===== src/rtl/fpnew_lane_iter_divsqrt.sv =====
// Per-lane iterative radix-2 unsigned divide / square-root unit.
// Restoring division retires one quotient bit per step. Digit-by-digit square
// root retires one root bit per step, consuming two radicand bits each time.
// The first step is folded into the start edge, so a divide takes Width edges
// and a square root takes Width/2 edges from start to ready.
// The output registers are written only when an operation completes, so the
// last result stays visible while the next operation runs, after a flush, and
// while the upstream aux chain holds.
module fpnew_lane_iter_divsqrt #(
  parameter int Width = 8
) (
  input  logic             clk_i,
  input  logic             rst_i,
  input  logic             start_i,
  input  logic             flush_i,
  input  logic             op_sqrt_i,
  input  logic [Width-1:0] a_i,
  input  logic [Width-1:0] b_i,
  output logic             ready_o,
  output logic             busy_o,
  output logic [Width-1:0] quot_o,
  output logic [Width-1:0] rem_o,
  output logic             div_by_zero_o,
  output logic             inexact_o
);

  localparam int HalfW = Width / 2;
  localparam int SqW   = HalfW + 2;
  localparam int CntW  = $clog2(Width + 1);

  typedef enum logic [1:0] {IDLE = 2'd0, ITER = 2'd1, DONE = 2'd2} state_e;

  state_e            state_q, state_d;
  logic [CntW-1:0]   cnt_q, cnt_d;
  logic [Width-1:0]  rem_q;
  logic [Width-1:0]  src_q;
  logic [Width-2:0]  quot_q;
  logic [Width-1:0]  b_q;
  logic              sqrt_q;

  logic [Width-1:0]  rem_in, src_in, b_in;
  logic [Width-2:0]  quot_in;
  logic              sqrt_in;
  logic [Width:0]    div_shift;
  logic              div_ge;
  logic [SqW-1:0]    sq_shift, sq_trial;
  logic              sq_ge;
  logic [Width-1:0]  rem_nxt, src_nxt;
  logic [Width-1:0]  quot_nxt;

  logic load_work, adv_work, finish, dbz_finish;

  // One iteration step, fed from the live operands on a start edge and from
  // the working registers otherwise.
  always_comb begin
    rem_in    = start_i ? '0 : rem_q;
    src_in    = start_i ? a_i : src_q;
    quot_in   = start_i ? '0 : quot_q;
    b_in      = start_i ? b_i : b_q;
    sqrt_in   = start_i ? op_sqrt_i : sqrt_q;
    div_shift = {rem_in, src_in[Width-1]};
    div_ge    = div_shift >= {1'b0, b_in};
    sq_shift  = {rem_in[HalfW-1:0], src_in[Width-1 -: 2]};
    sq_trial  = {quot_in[HalfW-1:0], 2'b01};
    sq_ge     = sq_shift >= sq_trial;
    if (sqrt_in) begin
      rem_nxt  = Width'(sq_ge ? (sq_shift - sq_trial) : sq_shift);
      src_nxt  = src_in << 2;
      quot_nxt = {quot_in, sq_ge};
    end else begin
      rem_nxt  = div_ge ? (div_shift[Width-1:0] - b_in) : div_shift[Width-1:0];
      src_nxt  = src_in << 1;
      quot_nxt = {quot_in, div_ge};
    end
  end

  // Next-state and control decode: flush beats start, and start beats iteration.
  always_comb begin
    state_d    = state_q;
    cnt_d      = cnt_q;
    load_work  = 1'b0;
    adv_work   = 1'b0;
    finish     = 1'b0;
    dbz_finish = 1'b0;
    if (flush_i) begin
      state_d = IDLE;
    end else if (start_i) begin
      if (!op_sqrt_i && (b_i == '0)) begin
        state_d    = DONE;
        dbz_finish = 1'b1;
      end else begin
        state_d   = ITER;
        load_work = 1'b1;
        cnt_d     = op_sqrt_i ? CntW'(HalfW - 1) : CntW'(Width - 1);
      end
    end else if (state_q == ITER) begin
      adv_work = 1'b1;
      cnt_d    = cnt_q - CntW'(1);
      if (cnt_q == CntW'(1)) begin
        state_d = DONE;
        finish  = 1'b1;
      end
    end
  end

  // State and iteration counter registers.
  always_ff @(posedge clk_i) begin
    if (rst_i) begin
      state_q <= IDLE;
      cnt_q   <= '0;
    end else begin
      state_q <= state_d;
      cnt_q   <= cnt_d;
    end
  end

  // Working registers, kept apart from the outputs so the previous result holds.
  always_ff @(posedge clk_i) begin
    if (rst_i) begin
      rem_q  <= '0;
      src_q  <= '0;
      quot_q <= '0;
      b_q    <= '0;
      sqrt_q <= 1'b0;
    end else begin
      if (load_work || adv_work) begin
        rem_q  <= rem_nxt;
        src_q  <= src_nxt;
        quot_q <= quot_nxt[Width-2:0];
      end
      if (load_work) begin
        b_q    <= b_i;
        sqrt_q <= op_sqrt_i;
      end
    end
  end

  // Result registers, written only when an operation completes.
  always_ff @(posedge clk_i) begin
    if (rst_i) begin
      quot_o        <= '0;
      rem_o         <= '0;
      div_by_zero_o <= 1'b0;
      inexact_o     <= 1'b0;
    end else if (dbz_finish) begin
      quot_o        <= '1;
      rem_o         <= a_i;
      div_by_zero_o <= 1'b1;
      inexact_o     <= (a_i != '0);
    end else if (finish) begin
      quot_o        <= quot_nxt;
      rem_o         <= rem_nxt;
      div_by_zero_o <= 1'b0;
      inexact_o     <= (rem_nxt != '0);
    end
  end

  assign ready_o = (state_q != ITER);
  assign busy_o  = (state_q == ITER);

endmodule


===== config.mk =====
export PLATFORM = sky130hd
export DESIGN_NAME = fpnew_lane_iter_divsqrt
export DESIGN_NICKNAME = d
export VERILOG_FILES = /design/src/rtl/fpnew_lane_iter_divsqrt.sv
export SDC_FILE = /design/constraint.sdc
export NUM_CORES = 1
export LEC_CHECK = 0
export BUFFER_PORTS_ARGS = -buffer_cell sky130_fd_sc_hd__buf_4
export CAP_MARGIN = 10
export CORE_ASPECT_RATIO = 1.2
export CORE_MARGIN = 3
export CORE_UTILIZATION = 44
export DETAILED_ROUTE_END_ITERATION = 10
export PLACE_DENSITY = 0.66
export REMOVE_ABC_BUFFERS = 1
export SLEW_MARGIN = 15
export SYNTH_ARGS = -nofsm -noshare
export SYNTH_HDL_FRONTEND = slang
export SYNTH_SLANG_ARGS = --single-unit

===== constraint.sdc =====
create_clock -name clk_i -period 3.46 [get_ports clk_i]
set_clock_uncertainty 0.05 [all_clocks]
set_input_delay 0.346 -clock clk_i [delete_from_list [all_inputs] [get_ports clk_i]]
set_output_delay 0.346 -clock clk_i [all_outputs]
set_load 0.01 [all_outputs]

==> results of run 1 <==
## worst max-delay path: cells and delay by family
kind / cells / cell delay [ns]
adders and majority gates: 1 / 0.38
muxes: 1 / 0.38
buffers and inverters: 2 / 0.56
and+or+nand+nor: 3 / 0.49
AOI/OAI and AO/OA: 5 / 1.04
## cell families after synthesis
kind of cell / synth area share (%)
AO/OA/AOI/OAI: 21.16
XOR/XNOR: 2.051
adder cells (fa/ha/maj): 6.444
buffers and inverters: 4.724
flip-flops: 32.22
multiplexers: 9.850
AND/OR/NAND/NOR: 23.54
## flip-flops by register name, indices dropped and copies added, names as in the netlist
register and count:
quot_o 8, src_q 7, quot_q 7, cnt_q 4, rem_q 8, state_q 2, sqrt_q 1, rem_o 8
b_q 8, div_by_zero_o 1, inexact_o 1
## layout make-up
type	count	area, µm²
clock buffers	6	82.58
clock inverters	2	35.03
fillers	733	3487
inverters	13	48.80
multi-input cells	329	2160
flip-flops and latches	55	1101
well taps	90	112.6
repair buffers	50	375.4
## report_power, final
group / leakage, µW / switching (µW) / internal (µW)
sequential: 0.000449 / 21.6 / 664
clock: 0.0000612 / 208 / 234
combinational: 0.00111 / 259 / 193
## stage by stage
stage	instances	total power (µW)	worst slack, ns	utilization, %	instance area, µm²
6_report	545	1580	0.3999	52.89	3915
5_1_grt	545	1665	0.1350	52.89	3915
4_1_cts	545	1593	0.4440	52.89	3915
3_5_place_dp	537	1146	0.1260	51.30	3797
3_3_place_gp	537	1139	0.2250	51.30	3797
2_1_floorplan	397	996.6	0.6350	-	3304
## routing by layer
metal	vias up	track usage (%)
li1	1570	-
met1	1468	26.67
met2	80	36.40
met3	14	2.398
met4	0	6.954
met5	-	0
## placed cells by master, fill, tap and decap left out, types with 4 or more instances in the layout
cell type  count
a211oi_1      13
a21o_1         5
a21oi_1       27
a22oi_1        8
a311oi_1       6
a31oi_1        4
buf_4         50
clkbuf_8       6
dfxtp_1       55
ha_1          16
inv_1         13
mux2_2         4
mux2i_1       28
nand2_1       44
nand2b_1       4
nand3_1        7
nor2_1        59
nor2b_1       14
nor3_1        18
o21ai_0       12
or3_1          4
xnor2_1        7
## worst max-delay path by stage
stage	startpoint	slack, ns	to
after global routing	start_i	0.13	rem_o[0]$_SDFFE_PP0P_
final	start_i	0.40	rem_o[0]$_SDFFE_PP0P_
after global placement	start_i	0.22	rem_o[0]$_SDFFE_PP0P_
after CTS	start_i	0.44	rem_o[0]$_SDFFE_PP0P_
after floorplan	start_i	0.64	rem_o[6]$_SDFFE_PP0P_
after detailed placement	start_i	0.13	rem_o[0]$_SDFFE_PP0P_
==> out/qor.txt, run 1 <==
STATUS
--------------------------------------------------------------------------------------------------------
Run status ................................................................................ complete, no violations

LOGIC SYNTHESIS
--------------------------------------------------------------------------------------------------------
Library cell with the largest summed area after synthesis .................................      dfxtp_1
Syn_area_per_cell .........................................................................    8.078 µm²
Commonest register cell after synthesis ...................................................      dfxtp_1
Share of synthesized area occupied by flip-flops and latches ..............................       32.22%
Synth async-reset ratio ...................................................................           0%
Cells taking the most area after synthesis ................................................ dfxtp_1 (32%), mux2i_1 (8.2%), nor2_1 (6.5%)
Number of warnings printed during yosys synthesis .........................................            0
Number of synthesized flops with an enable pin ............................................            0
Post-Synthesis Cell Area ..................................................................     3417 µm²
Syn Inst Count ............................................................................          423
Cell variety after synth ..................................................................           61
Most common cell in the netlist ...........................................................       nor2_1
Synth Register Bits .......................................................................           55
Area fraction of the dominant cell type after synthesis ...................................       32.22%
Commonest cells post-synth ................................................................ nor2_1 (59), dfxtp_1 (55), nand2_1 (44)

GRT
--------------------------------------------------------------------------------------------------------
Pin count of the biggest net entering global routing ......................................           54
Antenna violations before repair ..........................................................            0
Vias in the first global route ............................................................         3027
Overall Global Routing Usage ..............................................................       20.82%
Global-route wire length before repair ....................................................     14680 µm
Leftover overflow at the end of global routing ............................................            0

DETAILED ROUTING
--------------------------------------------------------------------------------------------------------
Drt total wl ..............................................................................      9026 µm
Routed met1 length ........................................................................      3780 µm
Iteration-0 DRC Markers ...................................................................          104
Avg WL per Cell ...........................................................................     16.56 µm
Met3 WL ...................................................................................       538 µm
Average via count per standard cell .......................................................        5.747
Uppermost routed layer ....................................................................         met4
Vias after detailed routing ...............................................................         3132
Number of routed nets with antenna violations .............................................            0
Drt drc ...................................................................................            0
Total met2 wirelength after detailed routing ..............................................      4520 µm
DR pass1 iterations .......................................................................            4

WORST HOLD PATH
--------------------------------------------------------------------------------------------------------
Class of the tightest hold or removal check ............................................... input port to flip-flop
Worst hold endpoint ....................................................................... b_q[5]$_SDFFE_PP0P_
Min-Delay Path Depth ......................................................................            3
Launch instance of the worst min-delay path ...............................................       b_i[5]

FLOORPLAN
--------------------------------------------------------------------------------------------------------
Cell row count ............................................................................           34
Horizontal die dimension ..................................................................     86.45 µm
Initial Utilization .......................................................................       46.16%
Full die area .............................................................................     8864 µm²
Chip Height ...............................................................................     102.5 µm
# IOs .....................................................................................           41
Floorplan Core Area .......................................................................     7402 µm²

SETUP PATH
--------------------------------------------------------------------------------------------------------
Largest fanout on the critical path .......................................................           20
Kind of start point of the critical path ..................................................   input port
Nature of the critical path endpoint ......................................................    flip-flop
Cell type of the slowest stage on the worst timing path ...................................         ha_1
Critical register-to-register path endpoint ............................................... rem_o[6]$_SDFFE_PP0P_
Required time reported for the critical path endpoint .....................................      3.63 ns
Sequence of cells on the critical path .................................................... buf_4, buf_4, nor2b_1, ha_1, a21o_1, a221oi_2, o31ai_2, nor2_2, mux2_1, o21ai_2, nand2_1, a311oi_1
Worst path max stage delay ................................................................      0.38 ns
Register-to-register setup slack ..........................................................      0.59 ns
Crit Path Category ........................................................................ input port to flip-flop
Crit path arrival time ....................................................................      3.23 ns
Worst Reg2Reg Path Length in Cells ........................................................           12
Critical path's most frequent cell ........................................................        buf_4
Worst flop-to-flop path startpoint ........................................................ src_q[7]$_SDFFE_PP0P_

CLOCK TREE
--------------------------------------------------------------------------------------------------------
Clk Latency, worst-skew pair ..............................................................      0.31 ns
Clock tree from TritonCTS .................................................................          yes
CTS H-Tree Depth ..........................................................................            2
CTS hold repair buffers ...................................................................            0
Post-CTS resize count .....................................................................            0
CTS sink cnt ..............................................................................           55
Number of post-CTS setup repair buffers ...................................................            0
Num CTS Buffers ...........................................................................            5
Buffers from clock root to sink, at most ..................................................            2
Post-CTS clock slew at the launch and capture registers of the worst setup and hold paths .      0.10 ns
Cell at the root of the clock tree ........................................................     clkbuf_8

CELLS AND AREA
--------------------------------------------------------------------------------------------------------
Share of post-route cells with drive strength above 1 .....................................       16.70%
Layout overhead on the synthesized area ...................................................       14.57%
Antenna cell count ........................................................................            0
Final nets ................................................................................          492

JOB
--------------------------------------------------------------------------------------------------------
Max capacitance violation total ...........................................................            0

POWER
--------------------------------------------------------------------------------------------------------
Power density normalized to cell area ..................................................... 403.6 nW/µm²
Leakage power of the design ...............................................................  0.001622 µW
IR Drop Worst-Case VDD ....................................................................  0.0002267 V

STA
--------------------------------------------------------------------------------------------------------
Setup repair after global routing missed its margin .......................................        false
Tcrit/Tclk final ..........................................................................       88.44%
Max-Slew Margin vs Limit ..................................................................       44.54%
Number of hold-slack violations in the final timing report ................................            0
Fin. max-slew vios ........................................................................            0
Maximum achievable frequency ..............................................................    326.8 MHz
Hold slack final ..........................................................................    0.2402 ns
Fin crit period ...........................................................................     3.060 ns
Number of setup violations in the final report ............................................            0
Worst-margin pin slew .....................................................................    0.8256 ns
Total negative setup slack ................................................................         0 ns

PLACED DESIGN
--------------------------------------------------------------------------------------------------------
Buffers on Ports ..........................................................................           40
HPWL after detailed placement .............................................................      6915 µm
Global placement routability congestion ...................................................       0.9472

Note: power is estimated with default switching activity, not from simulation.
==> run 2: changes to the inputs <==
--- a/config.mk
+++ b/config.mk
@@ -7,11 +7,13 @@
 export LEC_CHECK = 0
 export BUFFER_PORTS_ARGS = -buffer_cell sky130_fd_sc_hd__buf_4
 export CAP_MARGIN = 10
+export CELL_PAD_IN_SITES_DETAIL_PLACEMENT = 1
+export CELL_PAD_IN_SITES_GLOBAL_PLACEMENT = 1
 export CORE_ASPECT_RATIO = 1.2
 export CORE_MARGIN = 3
-export CORE_UTILIZATION = 44
+export CORE_UTILIZATION = 39
 export DETAILED_ROUTE_END_ITERATION = 10
-export PLACE_DENSITY = 0.66
+export PLACE_DENSITY_LB_ADDON = 0.1
 export REMOVE_ABC_BUFFERS = 1
 export SLEW_MARGIN = 15
 export SYNTH_ARGS = -nofsm -noshare
==> run 2 against run 1 <==
Sequential cell count stayed put; first-iteration DRC count is 76% higher; wire length is 13% higher; sequential share of layout area hardly changed; non-clock buffer count is 2 lower; core utilization is 6.0 points lower; critical endpoint is now rem_o[6]$_SDFFE_PP0P_; largest power group unchanged.
==> out/qor.txt, run 2 (same netlist as run 1, synthesis figures left out) <==
STATUS
--------------------------------------------------------------------------------------------------------
Run status ................................................................................ complete, no violations

CELLS AND AREA
--------------------------------------------------------------------------------------------------------
Most common library cell in the layout ignoring fill and taps .............................       nor2_1
Share of post-route cells with drive strength above 1 .....................................       16.56%   -0.15 points
Layout overhead on the synthesized area ...................................................       14.39%
Final nets ................................................................................          490   -0.41%
Antenna cell count ........................................................................            0   unchanged
Fin cells .................................................................................          567   +4.0%
Area of all placed cells without fillers ..................................................     3909 µm²   -0.16%
Commonest cells after routing, fill and taps aside ........................................ nor2_1 (59), dfxtp_1 (55), buf_4 (48)

FLOORPLAN
--------------------------------------------------------------------------------------------------------
Horizontal die dimension ..................................................................     91.45 µm   +5.8%
Floorplan Core Area .......................................................................     8333 µm²   +13%
Chip Height ...............................................................................     108.5 µm   +5.9%
Cell row count ............................................................................           36   +5.9%
Initial Utilization .......................................................................       41.01%   -5.2 points
Full die area .............................................................................     9925 µm²   +12%
# IOs .....................................................................................           41   unchanged

PLACED DESIGN
--------------------------------------------------------------------------------------------------------
Post-Place Cell Area ......................................................................     3812 µm²   +0.40%
Global placement routability congestion ...................................................       0.8799   -7.1%
Worst Setup Slack post-DPL ................................................................    0.1646 ns   +0.03858 ns
Placed Instances ..........................................................................          559   +4.1%
HPWL after detailed placement .............................................................      7818 µm   +13%
Buffers on Ports ..........................................................................           40   unchanged

STA
--------------------------------------------------------------------------------------------------------
Tcrit/Tclk final ..........................................................................       85.14%   -3.3 points
Number of hold-slack violations in the final timing report ................................            0   unchanged
Fin worst setup slack .....................................................................    0.5141 ns   +0.1142 ns
Setup repair after global routing missed its margin .......................................        false
Fin crit period ...........................................................................     2.946 ns   -0.1142 ns
Fin. max-slew vios ........................................................................            0   unchanged
Worst-margin pin slew .....................................................................    0.9371 ns   +0.1116 ns
Total negative setup slack ................................................................         0 ns   unchanged
Number of setup violations in the final report ............................................            0   unchanged
Maximum achievable frequency ..............................................................    339.5 MHz   +3.9%
Max-Slew Margin vs Limit ..................................................................       37.05%   -7.5 points

DETAILED ROUTING
--------------------------------------------------------------------------------------------------------
Average via count per standard cell .......................................................        5.556   -3.3%
Drt total wl ..............................................................................     10200 µm   +13%
Number of routed nets with antenna violations .............................................            0   unchanged
Iteration-0 DRC Markers ...................................................................          183   +76%
Vias after detailed routing ...............................................................         3150   +0.57%
Drt drc ...................................................................................            0   unchanged
Avg WL per Cell ...........................................................................     18.00 µm   +8.7%
DR pass1 iterations .......................................................................            4   unchanged

CLOCK TREE
--------------------------------------------------------------------------------------------------------
CTS hold repair buffers ...................................................................            0   unchanged
Clk Latency, worst-skew pair ..............................................................      0.32 ns   about the same
Number of post-CTS setup repair buffers ...................................................            0   unchanged
Post-CTS resize count .....................................................................            0   unchanged
Buffers from clock root to sink, at most ..................................................            2   unchanged
CTS sink cnt ..............................................................................           55   unchanged
CTS H-Tree Depth ..........................................................................            2   unchanged
Num CTS Buffers ...........................................................................            5   unchanged
Clock tree from TritonCTS .................................................................          yes
Post-CTS clock slew at the launch and capture registers of the worst setup and hold paths .      0.11 ns   about the same
Cell at the root of the clock tree ........................................................     clkbuf_8

SETUP PATH
--------------------------------------------------------------------------------------------------------
Nature of the critical path endpoint ......................................................    flip-flop
Kind of start point of the critical path ..................................................   input port
Worst flop-to-flop path startpoint ........................................................ src_q[7]$_SDFFE_PP0P_
Largest fanout on the critical path .......................................................           19   -5.0%
Required time reported for the critical path endpoint .....................................      3.67 ns   +0.04 ns
Startpoint of the most critical setup path ................................................      start_i
Crit path arrival time ....................................................................      3.15 ns   -0.08 ns
Crit Path Category ........................................................................ input port to flip-flop

GRT
--------------------------------------------------------------------------------------------------------
Met2 usage ................................................................................       37.23%   +0.84 points
Grt met3 use ..............................................................................       3.271%   +0.87 points
M1 GR Usage ...............................................................................       26.65%   about the same
Pin count of the biggest net entering global routing ......................................           54   unchanged
Global-route wire length before repair ....................................................     16790 µm   +14%
Layer with the highest usage after global routing .........................................         met2
Antenna violations before repair ..........................................................            0   unchanged
Overall Global Routing Usage ..............................................................       21.27%   +0.45 points
Leftover overflow at the end of global routing ............................................            0   unchanged
Vias in the first global route ............................................................         3257   +7.6%

POWER
--------------------------------------------------------------------------------------------------------
Sequential group share of total power .....................................................        45.0%   +1.6 points
Switching part of the total power .........................................................       34.41%   +3.5 points
Share of total power in combinational logic ...............................................        29.9%   +1.3 points
Switching Power ...........................................................................     525.5 µW   +7.6%
Power density normalized to cell area ..................................................... 390.7 nW/µm²   -3.2%
IR Drop Worst-Case VDD ....................................................................  0.0001603 V   -29%
Cell-internal power .......................................................................      1002 µW   -8.2%
Leakage power of the design ...............................................................  0.001595 µW   -1.6%
Relative contribution of the clock network to total power .................................        25.2%   -2.8 points
Power consumption .........................................................................      1527 µW   -3.4%

WORST HOLD PATH
--------------------------------------------------------------------------------------------------------
Class of the tightest hold or removal check ............................................... input port to flip-flop
Launch instance of the worst min-delay path ...............................................      flush_i

JOB
--------------------------------------------------------------------------------------------------------
Max capacitance violation total ...........................................................            0   unchanged

==> run 2: worst paths after layout <==
kind	endpoint	slack (ns)	cells past startpoint
worst max-delay path	rem_o[6]$_SDFFE_PP0P_	0.51	13
worst min-delay path	state_q[0]$_SDFFE_PP0P_	0.23	2
worst max register to register	rem_o[6]$_SDFFE_PP0P_	0.54	12
worst min register to register	rem_o[7]$_SDFFE_PP0P_	0.41	2
==> run 2: power by group through the flow <==
stage / Clock [µW] / Combinational, µW / Sequential (µW)
6_report: 384 / 456 / 687
3_5_place_dp: 0 / 457 / 701
2_1_floorplan: 0 / 298 / 699
5_1_grt: 417 / 506 / 691
4_1_cts: 397 / 458 / 687
3_3_place_gp: 0 / 447 / 700
==> run 2: cell type report <==
class / instances / area [µm²]
clock buffer: 5 / 68.82
clock inverter: 3 / 25.02
fill: 1045 / 4424
inverter: 13 / 48.80
multi-input combinational: 329 / 2162
sequential: 55 / 1101
tap: 114 / 142.6
timing repair buffer: 48 / 360.3
==> run 2: worst max-delay path, stage by stage <==
cell	delay, ns
buf_4	0.25
mux2i_1	0.29
ha_1	0.23
inv_1	0.06
fa_1	0.40
a211oi_1	0.32
o21bai_1	0.13
a21oi_1	0.19
xnor2_1	0.14
nand2_1	0.09
o221a_1	0.27
a211o_1	0.29
a21oi_1	0.13
==> run 2: routing by layer <==
layer | vias to the layer above | wire length, µm | part of all wire, %
met5 | - | 0 | 0
met4 | 0 | 176 | 1.7
met3 | 13 | 387 | 3.8
met2 | 62 | 4991 | 49
met1 | 1507 | 4648 | 46
li1 | 1568 | - | -
==> run 2: through the flow <==
stage          util (%)  hold WS [ns]
2_1_floorplan         -        0.3651
3_3_place_gp      45.75        0.3926
3_5_place_dp      45.75        0.3957
4_1_cts           46.88        0.2102
5_1_grt           46.91        0.2366
6_report          46.91        0.2253
